<file path="src/rtl/kt_pkg.sv">
// Shared definitions for the branch-kind table update scheduler:
// kind encodings, controller states and the kind sanitising helper.
package kt_pkg;

  localparam int KIND_W = 3;

  localparam logic [KIND_W-1:0] NOT_JUMP      = 3'd0;
  localparam logic [KIND_W-1:0] DIRECT_JUMP   = 3'd1;
  localparam logic [KIND_W-1:0] CALL          = 3'd2;
  localparam logic [KIND_W-1:0] RET           = 3'd3;
  localparam logic [KIND_W-1:0] INDIRECT_JUMP = 3'd4;
  localparam logic [KIND_W-1:0] OTHER_JUMP    = 3'd5;

  typedef logic [KIND_W-1:0] kind_t;

  typedef enum logic {
    ST_CLEAR = 1'b0,
    ST_RUN   = 1'b1
  } state_e;

  // Encodings above OTHER_JUMP are undefined and collapse to NOT_JUMP.
  function automatic kind_t kind_sanitize(input kind_t k);
    return (k > OTHER_JUMP) ? NOT_JUMP : k;
  endfunction

endpackage

</file>
<file path="src/rtl/kt_upd_fifo.sv">
// Pending-update FIFO. Exposes every slot and its valid bit so the
// parent can search for the youngest address match.
module kt_upd_fifo
  import kt_pkg::*;
#(
  parameter int DEPTH = 4,
  parameter int W     = 19
) (
  input  logic                       clk,
  input  logic                       rstn,
  input  logic                       push_i,
  input  logic                       pop_i,
  input  logic                       clr_i,
  input  logic [W-1:0]               din_i,
  output logic [W-1:0]               head_o,
  output logic [DEPTH-1:0][W-1:0]    entries_o,
  output logic [DEPTH-1:0]           valid_o,
  output logic [$clog2(DEPTH)-1:0]   wr_ptr_o,
  output logic [$clog2(DEPTH):0]     count_o,
  output logic                       full_o
);

  localparam int PW = $clog2(DEPTH);
  localparam int CW = PW + 1;

  logic [DEPTH-1:0][W-1:0]  mem_q;
  logic [PW-1:0]            rd_q, rd_d;
  logic [PW-1:0]            wr_q, wr_d;
  logic [CW-1:0]            count_q, count_d;
  logic [DEPTH-1:0][PW-1:0] age_s;

  // Pointer and occupancy next-state; clear wins over push/pop.
  always_comb begin
    rd_d    = rd_q;
    wr_d    = wr_q;
    count_d = count_q;
    if (clr_i) begin
      rd_d    = '0;
      wr_d    = '0;
      count_d = '0;
    end else begin
      if (push_i) begin
        wr_d = wr_q + {{(PW-1){1'b0}}, 1'b1};
      end else begin
        wr_d = wr_q;
      end
      if (pop_i) begin
        rd_d = rd_q + {{(PW-1){1'b0}}, 1'b1};
      end else begin
        rd_d = rd_q;
      end
      count_d = count_q + {{PW{1'b0}}, push_i} - {{PW{1'b0}}, pop_i};
    end
  end

  // Pointer, occupancy and storage registers.
  always_ff @(posedge clk or negedge rstn) begin
    if (!rstn) begin
      rd_q    <= '0;
      wr_q    <= '0;
      count_q <= '0;
      mem_q   <= '0;
    end else begin
      rd_q    <= rd_d;
      wr_q    <= wr_d;
      count_q <= count_d;
      if (push_i && !clr_i) begin
        mem_q[wr_q] <= din_i;
      end
    end
  end

  // A slot is live when its distance from the head is below the count.
  always_comb begin
    age_s   = '0;
    valid_o = '0;
    for (int i = 0; i < DEPTH; i++) begin
      age_s[i]   = PW'(i) - rd_q;
      valid_o[i] = ({1'b0, age_s[i]} < count_q);
    end
  end

  assign head_o    = mem_q[rd_q];
  assign entries_o = mem_q;
  assign wr_ptr_o  = wr_q;
  assign count_o   = count_q;
  assign full_o    = (count_q == CW'(DEPTH));

endmodule

</file>
<file path="src/rtl/kt_upd_ctrl.sv">
// Branch-kind table update scheduler: post-reset clear sweep, buffered
// ID-stage updates drained one per cycle, and query-path forwarding.
module kt_upd_ctrl
  import kt_pkg::*;
#(
  parameter int K_WIDTH    = 16,
  parameter int FIFO_DEPTH = 4
) (
  input  logic               clk,
  input  logic               rstn,
  input  logic               upd_valid,
  input  logic [K_WIDTH-1:0] upd_pc_hash,
  input  logic [2:0]         upd_kind,
  output logic               upd_ready,
  input  logic               stall,
  input  logic               flush,
  output logic               tbl_we,
  output logic [K_WIDTH-1:0] tbl_waddr,
  output logic [2:0]         tbl_din,
  input  logic [K_WIDTH-1:0] q_pc_hash,
  input  logic [2:0]         q_kind_raw,
  output logic [2:0]         q_kind,
  output logic               init_done
);

  localparam int PW    = $clog2(FIFO_DEPTH);
  localparam int CW    = PW + 1;
  localparam int REC_W = K_WIDTH + KIND_W;

  typedef struct packed {
    logic [K_WIDTH-1:0] pc_hash;
    kind_t              kind;
  } upd_rec_t;

  state_e                            state_q, state_d;
  logic [K_WIDTH-1:0]                cnt_q, cnt_d;
  logic                              push_s, pop_s, clr_s, full_s;
  upd_rec_t                          push_rec_s, head_rec_s;
  logic [REC_W-1:0]                  head_s;
  logic [FIFO_DEPTH-1:0][REC_W-1:0]  entries_s;
  logic [FIFO_DEPTH-1:0]             valid_s;
  logic [PW-1:0]                     wr_ptr_s;
  logic [CW-1:0]                     count_s;
  logic [FIFO_DEPTH-1:0][PW-1:0]     fwd_idx_s;

  assign push_rec_s = '{pc_hash: upd_pc_hash, kind: kind_sanitize(upd_kind)};
  assign head_rec_s = head_s;

  kt_upd_fifo #(
    .DEPTH (FIFO_DEPTH),
    .W     (REC_W)
  ) u_fifo (
    .clk       (clk),
    .rstn      (rstn),
    .push_i    (push_s),
    .pop_i     (pop_s),
    .clr_i     (clr_s),
    .din_i     (push_rec_s),
    .head_o    (head_s),
    .entries_o (entries_s),
    .valid_o   (valid_s),
    .wr_ptr_o  (wr_ptr_s),
    .count_o   (count_s),
    .full_o    (full_s)
  );

  // State and sweep counter registers.
  always_ff @(posedge clk or negedge rstn) begin
    if (!rstn) begin
      state_q <= ST_CLEAR;
      cnt_q   <= '0;
    end else begin
      state_q <= state_d;
      cnt_q   <= cnt_d;
    end
  end

  // Next-state and write-port decode; flush outranks stall in RUN.
  always_comb begin
    state_d   = state_q;
    cnt_d     = cnt_q;
    tbl_we    = 1'b0;
    tbl_waddr = head_rec_s.pc_hash;
    tbl_din   = head_rec_s.kind;
    upd_ready = 1'b0;
    init_done = 1'b0;
    push_s    = 1'b0;
    pop_s     = 1'b0;
    clr_s     = 1'b0;
    case (state_q)
      ST_CLEAR: begin
        tbl_we    = 1'b1;
        tbl_waddr = cnt_q;
        tbl_din   = NOT_JUMP;
        cnt_d     = cnt_q + {{(K_WIDTH-1){1'b0}}, 1'b1};
        if (cnt_q == {K_WIDTH{1'b1}}) begin
          state_d = ST_RUN;
        end else begin
          state_d = ST_CLEAR;
        end
      end
      ST_RUN: begin
        init_done = 1'b1;
        upd_ready = !full_s;
        if (flush) begin
          clr_s = 1'b1;
        end else begin
          push_s = upd_valid && !full_s;
          pop_s  = !stall && (count_s != '0);
        end
        tbl_we = pop_s;
      end
      default: begin
        state_d = ST_CLEAR;
        cnt_d   = '0;
      end
    endcase
  end

  // Youngest live match wins: scan from oldest to newest, last hit sticks.
  always_comb begin
    fwd_idx_s = '0;
    q_kind    = NOT_JUMP;
    if (state_q == ST_RUN) begin
      q_kind = q_kind_raw;
      for (int a = FIFO_DEPTH - 1; a >= 0; a--) begin
        fwd_idx_s[a] = wr_ptr_s - PW'(a + 1);
        if (valid_s[fwd_idx_s[a]] &&
            (entries_s[fwd_idx_s[a]][REC_W-1:KIND_W] == q_pc_hash)) begin
          q_kind = entries_s[fwd_idx_s[a]][KIND_W-1:0];
        end else begin
          q_kind = q_kind;
        end
      end
    end else begin
      q_kind = NOT_JUMP;
    end
  end

endmodule

</file>
<file path="config.mk">
export PLATFORM = sky130hd
export DESIGN_NAME = kt_upd_ctrl
export DESIGN_NICKNAME = d
export VERILOG_FILES = /design/src/rtl/kt_pkg.sv /design/src/rtl/kt_upd_fifo.sv /design/src/rtl/kt_upd_ctrl.sv
export SDC_FILE = /design/constraint.sdc
export NUM_CORES = 1
export LEC_CHECK = 0
export ABC_AREA = 1
export CAP_MARGIN = 5
export CORE_MARGIN = 2
export CORE_UTILIZATION = 50
export DETAILED_ROUTE_END_ITERATION = 12
export GPL_TIMING_DRIVEN = 0
export MAX_ROUTING_LAYER = met4
export PLACE_DENSITY = 0.83
export SLEW_MARGIN = 20
export SYNTH_ARGS = -nofsm -noshare
export SYNTH_HDL_FRONTEND = slang
export SYNTH_SLANG_ARGS = --single-unit
export TNS_END_PERCENT = 1
</file>
<file path="constraint.sdc">
create_clock -name clk -period 3.4 [get_ports clk]
set_input_delay 1.02 -clock clk [delete_from_list [all_inputs] [get_ports clk]]
set_output_delay 1.02 -clock clk [all_outputs]
set_load 0.05 [all_outputs]
</file>
## Word-level counts from Yosys, hierarchy flattened

Index checks and enable logic that the tools add are counted.

- Input bits: 43
- Logic and storage cells: 98
- Register bits: 100
- Output and inout port bits: 25

- Reductions and logical operators: 14
- $add $sub $neg: 12
- Equality and inequality tests: 6
- Order comparisons: 11
- Muxes and demuxes: 45
- Bitwise gates (word level): 1

Operators by type and width:

| cell | count |
|---|---|
| $bmux W19 S2 | 5 |
| $mux W19 | 6 |
| $bwmux W76 | 1 |
| $eq A16 B16 Y1 | 4 |
| $demux W19 S2 | 1 |
| $mux W3 | 8 |
| $add A16 B1 Y16 const B | 1 |
| $eq A16 B16 Y1 const B | 1 |
| $mux W16 | 1 |
| $lt A2 B3 Y1 const B | 5 |
| $mux W1 | 14 |
| $lt A2 B3 Y1 | 4 |
| $bmux W1 S2 | 4 |
| $logic_and A1 B1 Y1 | 8 |
| $mux W2 | 4 |
| $add A2 B1 Y2 const B | 2 |
| $reduce_bool A2 Y1 | 2 |
| $sub A1 B2 Y2 const A | 2 |
| $sub A2 B2 Y2 const A | 2 |
| $sub A2 B2 Y2 const B | 2 |
| $add A3 B1 Y3 | 1 |
| $eq A3 B3 Y1 const B | 1 |
| $gt A3 B3 Y1 const B | 1 |
| $logic_not A1 Y1 | 3 |
| other kinds (6) | 6 |

## Depth between registers and ports, before layout

- Depth after elaboration: 10
- Gate-level depth with buffers: 21
- Depth with buffers taken out: 15

## By module

A second synthesis with hierarchy kept.

- Cell total of the unflattened synthesis: 1369
- Area total of the unflattened synthesis: 8559.5 um2

Modules (own cells, without submodules):

| module | area an instance (um2) | cells an instance | instances | sequential area each (um2) |
|---|---|---|---|---|
| kt_upd_ctrl | 4543.1 | 926 | 1 | 425.4 |
| kt_upd_fifo | 4016.4 | 443 | 1 | 2077.0 |

## Least setup slack after synthesis

OpenSTA, ideal clock, no wires.

- Kind: reg-to-output
- From: reg u_fifo.wr_q[1], in the netlist u_fifo.wr_ptr_o[1]
- To: out q_kind[0]
- Path buffers: 6
- Path slack: -0.644 ns
- Required time: 2.380 ns
- Arrival: 3.024 ns
- Stages on the path, launching flop included: 19
- Cell sequence: dfrtp_1 buf_4 inv_2 buf_6 buf_6 clkbuf_1 ha_1 buf_2 inv_2 buf_4 nand3_1 nand2_1 xor2_1 nand3_1 nor2_1 nand3_1 nor2_4 nor2_1 a21oi_2

- Longest elaborated chain between the ends: 9
- Elaborated cells on any way between the ends: 32
- Those cells by class: 3 x add/sub; 4 x eq/ne; 21 x mux; 4 x reduce/logical

RTL lines:

| item | line | RTL |
|---|---|---|
| start, declared | kt_upd_fifo.sv:28 | `logic [PW-1:0] wr_q, wr_d;` |
| start signal, assigned | kt_upd_fifo.sv:65 | `wr_q <= wr_d;` |
| $sub A2 B2 Y2 or $bmux W19 S2 (tied branches) | kt_upd_ctrl.sv:127, kt_upd_ctrl.sv:129, kt_upd_ctrl.sv:130 |  |
| $bmux W19 S2 or $mux W19 (tied branches) | kt_upd_ctrl.sv:129, kt_upd_ctrl.sv:130 |  |
| $mux W19 (not written as such) or $eq A16 B16 Y1 (tied branches) | kt_upd_ctrl.sv:130, kt_upd_ctrl.sv:129 |  |
| $eq A16 B16 Y1 or $logic_and A1 B1 Y1 (tied branches) | kt_upd_ctrl.sv:129, kt_upd_ctrl.sv:128 |  |
| $logic_and A1 B1 Y1 or $mux W3 (tied branches) | kt_upd_ctrl.sv:128 | `if (valid_s[fwd_idx_s[a]] &&` |
| $mux W3 (2 in a row) | kt_upd_ctrl.sv:128 |  |
| $mux W3 * | kt_upd_ctrl.sv:128 |  |
| $mux W3 * | kt_upd_ctrl.sv:124 | `if (state_q == ST_RUN) begin` |
| end, declared | kt_upd_ctrl.sv:22 | `output logic [2:0] q_kind,` |

Mark *: on every way between the ends. The rest lies on a longest branch, timed or not. The select of a mux whose other input is x is not followed.

## Worst setup path after layout

- From: reg u_fifo.wr_q[1], in the netlist u_fifo.wr_ptr_o[1]
- To: out q_kind[2]

The elaborated chain is that of the path after synthesis.

==> metrics <==
number of synthesized flops with an enable pin 0; failing checks setup timing; Port Buffers between 60 and 70; Critical Path Max Stage Delay approximately 0.37 ns; status finished with violations; largest net degree at the start of global routing 85; Initial Utilization about half; Via Count around 9200; Avg Cell Area, Syn 6.29 µm²; Residual DRC 0; vias in the first global route 8348; dominant synthesized flop cell dfrtp_1; area grow syn2layout 24.8%; Rel. slew slack between 50% and 60%; maximum clock path buffer count 2; max-slew violation count 0; maximum VDD drop 0.000262 V; Area contributors post-synth dfrtp_1, nand2_1, nand3_1; total track usage 36.8%; syn_nets 1304; Final HPWL DP 21.8 mm; Tot Pwr 0.00238 W; most frequent cells after synthesis nand2_1, nand3_1, o21ai_0; CTS Buf Count 9; Nets 1404; Hold Vio Cnt, Final 0; most common cell in the netlist nand2_1; Synth top area share between 30% and 40%; CTS Hold Buffers Added 0; CTS tree built; cells after synthesis 1249; skew final 0.00796 ns; register bit total from synthesis 100; DR WL/cell 19.0 µm; Top Ports 68; Distinct cells, synth 39; Sink Count 100; Die Height 129 µm; global-route wire length before repair 45.1 mm; layout cells sized above 1 between 10% and 20%; area of the multi-input gates 4970 µm²; Lkg Pwr 4.64 nW; RSZ-0062 raised after global routing true; Max Freq 233 MHz; vias per cell between 5 and 6; Final min period between 4 and 5 ns; crit path DAT 3.28 ns; WL final 29.7 mm; Tightest Hold Check Type input pin to async pin; Setup crit end kind output port; CP required 2.38 ns; post-route antenna net violation count 0; biggest area consumer among synthesized cells dfrtp_1; Synth Warn # 0; MaxCap Viol Count 0; core area 15300 µm²; Layout fillers about 1300; Final GP Congestion 1.03; Die ar. 16700 µm²; Worst-Margin Slew 0.620 ns; Worst Setup Path Type register to output port; CTS Root Cell clkbuf_16; Die W 129 µm; Worst-path clk slew 0.07 ns; Max Fanout on Critical Path 7; CP Cell Sequence buf_6 > inv_4 > buf_8 > buf_8 > clkbuf_16 > ha_4 > clkinv_8 > buf_12 > buf_16 > nand3_2 > nand2_2 > xor2_1 > nand2_1 > nor2_2 > nand3_4 > nor2_4 > buf_12 > nor2_4 > a21oi_4 > buf_6; clk_lat worst skew ~0.35 ns; period utilization 126%; drt pass-1 iters 6; register area share after synthesis about a third; gr ovfl total 0; initial antenna violation count 0; pre-CTS WS -1.44 ns; synthesized area 7860 µm²; Async SR Flop Fraction 100%; Setup violations, final 4; slowest cell on the critical path dfrtp_1; slack of the critical path -0.895 ns; num rows 45; initial DRC count 1330; Critical Path Source Type register; PD cells 242 nW/µm²; H-tree levels 3; register area 2500 µm²; ANT cells 0
-- sequential cells by signal, summed over array words and instances (netlist names) --
name / cells
u_fifo.entries_o: 76
cnt_q: 16
u_fifo.count_o: 3
u_fifo.rd_q: 2
u_fifo.wr_ptr_o: 2
state_q: 1
-- final timing paths --
kind,from,endpoint,slack [ns],depth (start not counted)
worst max-delay path,u_fifo.wr_ptr_o[1],q_kind[2],-0.90,20
worst min-delay path,rstn,u_fifo.entries_o[2],0.50,1
worst max register to register,state_q,u_fifo.count_o[2],0.85,10
worst min register to register,cnt_q[9],cnt_q[9],0.50,1
max in group asynchronous,rstn,u_fifo.entries_o[35],2.25,2
min in group clk,cnt_q[9],cnt_q[9],0.50,1
-- per-stage QoR --
| step | std cells | hold slack [ns] | cell area [µm²] | utilization [%] | TNS [ns] |
|---|---|---|---|---|---|
| 2_1_floorplan | 1249 | 0.463 | 7940 | - | -0.600 |
| 3_3_place_gp | 1526 | 0.483 | 8870 | 58.1 | -244.24 |
| 3_5_place_dp | 1527 | 0.486 | 8900 | 58.3 | -11.05 |
| 4_1_cts | 1555 | 0.499 | 9510 | 62.4 | -3.30 |
| 5_1_grt | 1563 | 0.508 | 9810 | 64.3 | -3.33 |
| 6_report | 1563 | 0.495 | 9810 | 64.3 | -2.73 |
-- cells in the final DEF, fill, tap and decap left out, drive strengths merged, types with 3 or more instances in the layout --
cell           count
nand2            495
dfrtp            100
xor2              30
nor2              88
a31oi              3
buf               59
nand4             10
dlygate4sd2        4
clkbuf            40
o21ai            113
o22ai              3
inv               94
xnor2              7
nand3            185
clkdlybuf4s50     41
a41oi             11
o211ai             8
a21oi              6
clkdlybuf4s15     13
a22oi             12
a221oi             3
ha                11
-- logic make-up after synthesis --
family          share of synthesized area, %
simple gates                            41.1
flops                                   31.9
xor+xnor                                4.12
compound gates                          12.3
fa+ha+maj                               2.01
buf+inv                                 8.68
-- layout make-up --
class / count / share of cell area, %
flip-flops and latches: 100 / 25.5
inverters: 94 / 3.80
clock inverters: 4 / 0.523
well taps: 211 / 2.69
multi-input cells: 997 / 50.7
repair buffers: 90 / 10.1
plain buffers: 57 / 4.25
clock buffers: 10 / 2.34
-- power breakdown --
group	switching [W]	leakage [nW]	internal [W]	total [W]
Sequential	0	1.29	0.00119	0.00119
Combinational	0.000116	3.21	0.0000743	0.000190
Clock	0.000434	0.135	0.000564	0.000998
-- timing repair --
item,4_1_cts,5_1_grt
pin swaps,20,27
gates cloned,2,2
buffers inserted,13,6
endpoints found under the setup margin,23,21
resized for setup,119,60
-- routing by layer --
metal  part of all wire (%)  GRT usage [%]
met5                      0              -
met2                     43           54.6
met4                    4.8           15.5
met1                     39           49.0
met3                     12           8.09
-- worst max-delay path, delay by kind of cell, from the launching register on --
family / cells / cell delay (ns)
compound gates: 1 / 0.13
flops: 1 / 0.37
buf+inv: 10 / 1.23
simple gates: 7 / 0.68
xor+xnor: 1 / 0.15
fa+ha+maj: 1 / 0.35
Power figures use the tool's default switching activity.
==> variant: new RTL, same flow settings <==
Set the parameter `K_WIDTH` to 32 (it was 16).
--- a/src/rtl/kt_upd_ctrl.sv
+++ b/src/rtl/kt_upd_ctrl.sv
@@ -4,5 +4,5 @@
   import kt_pkg::*;
 #(
-  parameter int K_WIDTH    = 16,
+  parameter int K_WIDTH    = 32,
   parameter int FIFO_DEPTH = 4
 ) (
Interface: changed (resized q_pc_hash, tbl_waddr and upd_pc_hash); port bits go from 68 to 116. The function was not compared with the original's and may differ.
==> variant against the original RTL <==
The flow still finishes with violations (setup timing). Critical path depth up 3. Clock skew increased by 0.0038 ns. Worst setup slack worse by 0.31 ns. Routed wire length grew 120%. Final area grew 71%. Synthesized area rose by 75%. Sequential cell count up 80. Synthesized cell count rose by 72%. Power increased by 94%.
==> variant: results (changes against the original RTL) <==
outcome: "complete, but fails checks"  # unchanged
violations: "setup timing"  # unchanged
critPathMaxStageDelay_ns: 0.45  # was 0.37 ns
cp_max_fo: 11  # was 7
peakVddDrop_uv: 338  # was 262 uV
stdcell_count: 2667  # was 1563
largest_register_ffs: 140  # was 76
setup_tns_ns: -7.26  # was -2.73 ns
dpl_cell_area_um2: 15500  # was 8900 um2
num_vias: 16900  # was 9237
syn_nets: 2240  # was 1304
hp-class: "reg -> reg"  # was in -> async
setup_ws_ns: -1.21  # was -0.895 ns
r2r_slack_ns: -0.05  # was 0.85 ns
synth_compound_area_share_pct: 11.6  # was 12.3%
wl_met1_um: 24500  # was 11700 um
netlist_top_cells_count: "nand2_1, nand3_1, dfrtp_1, o21ai_0, inv_1"  # was nand2_1, nand3_1, o21ai_0
use_met3_pct: 15.5  # was 8.09%
gp_congestion: 1.06  # was 1.03
track_usage_pct: 47.2  # was 36.8%
syn_inst: 2153  # was 1249
grt_pass1_vias: 15700  # was 8348
relSlewSlack_pct: 11.1  # was 58.7%
grt_pass1_wl_um: 95600  # was 45100 um
r2r-end: "u_fifo.entries_o[46]$_DFFE_PN0P_"  # was u_fifo.count_o[2]$_DFF_PN0_
grt_max_degree: 97  # was 85
cp.arrival_ns: 3.59  # was 3.28 ns
wl_met2_um: 27000  # was 12800 um
startpoint: "u_fifo.wr_ptr_o[0]$_DFFE_PN0P_"  # was u_fifo.wr_ptr_o[1]$_DFFE_PN0P_
numPortBuffers: 115  # was 66
synthAdderAreaFrac_pct: 1.15  # was 2.01%
placedCellCount: 2610  # was 1527
synth_xor_area_share_pct: 5.67  # was 4.12%
cts_setup_buffers: 14  # was 13
insertion_delay_ns: 0.46  # was 0.35 ns
fin_skew_ns: 0.0118  # was 0.00796 ns
wl_per_cell_um: 24.9  # was 19.0 um
routed-wl-met3_um: 9330  # was 3710 um
ys_seq_area_share_pct: 32.8  # was 31.9%
htreeDepth: 4  # was 3
globalRouteMet2Util_pct: 65.2  # was 54.6%
grt_use_met1_pct: 57.7  # was 49.0%
setup_viol: 40  # was 4
[variant: cell types whose count changed after synthesis, moves of 16 or more]
cell and change:
nand2_1 +348, nand3_1 +155, dfrtp_1 +80, o21ai_0 +76
xor2_1 +48, inv_1 +40, clkbuf_1 +30, a22oi_1 +29
nor2_1 +19, nand4_1 +16
[variant: cell families after synthesis]
logic type      count (synthesis)
buf+inv                       248
fa+ha+maj                      12
compound gates                278
flops                         180
simple gates                 1346
xor+xnor                       89
[variant: final cells by class]
class / instances / area, um2
tap: 341 / 427
timing repair buffer: 140 / 1330
multi-input combinational: 1725 / 8460
clock buffer: 17 / 425
fill: 2581 / 10200
antenna: 1 / 2.50
clock inverter: 15 / 193
buffer: 113 / 892
sequential: 180 / 4510
inverter: 135 / 522
[variant: worst min path at each step]
stage,start,end,slack (ns),depth (start not counted)
floorplan,cnt_q[31]$_DFFE_PN0N_,cnt_q[31]$_DFFE_PN0N_,0.46,1
global placement,u_fifo.entries_o[52]$_DFFE_PN0P_,u_fifo.entries_o[52]$_DFFE_PN0P_,0.50,2
detailed placement,u_fifo.entries_o[52]$_DFFE_PN0P_,u_fifo.entries_o[52]$_DFFE_PN0P_,0.50,2
CTS,cnt_q[31]$_DFFE_PN0N_,cnt_q[31]$_DFFE_PN0N_,0.52,1
global route,cnt_q[17]$_DFFE_PN0N_,cnt_q[17]$_DFFE_PN0N_,0.55,1
finish,cnt_q[4]$_DFFE_PN0N_,cnt_q[4]$_DFFE_PN0N_,0.52,1
[variant: power groups by stage]
stage	sequential (mW)	combinational (mW)	clock, mW
4_1_cts	2.14	0.321	2.12
2_1_floorplan	2.18	0.111	0
3_5_place_dp	2.18	0.316	0
5_1_grt	2.14	0.361	2.21
3_3_place_gp	2.18	0.308	0
6_report	2.14	0.335	2.14
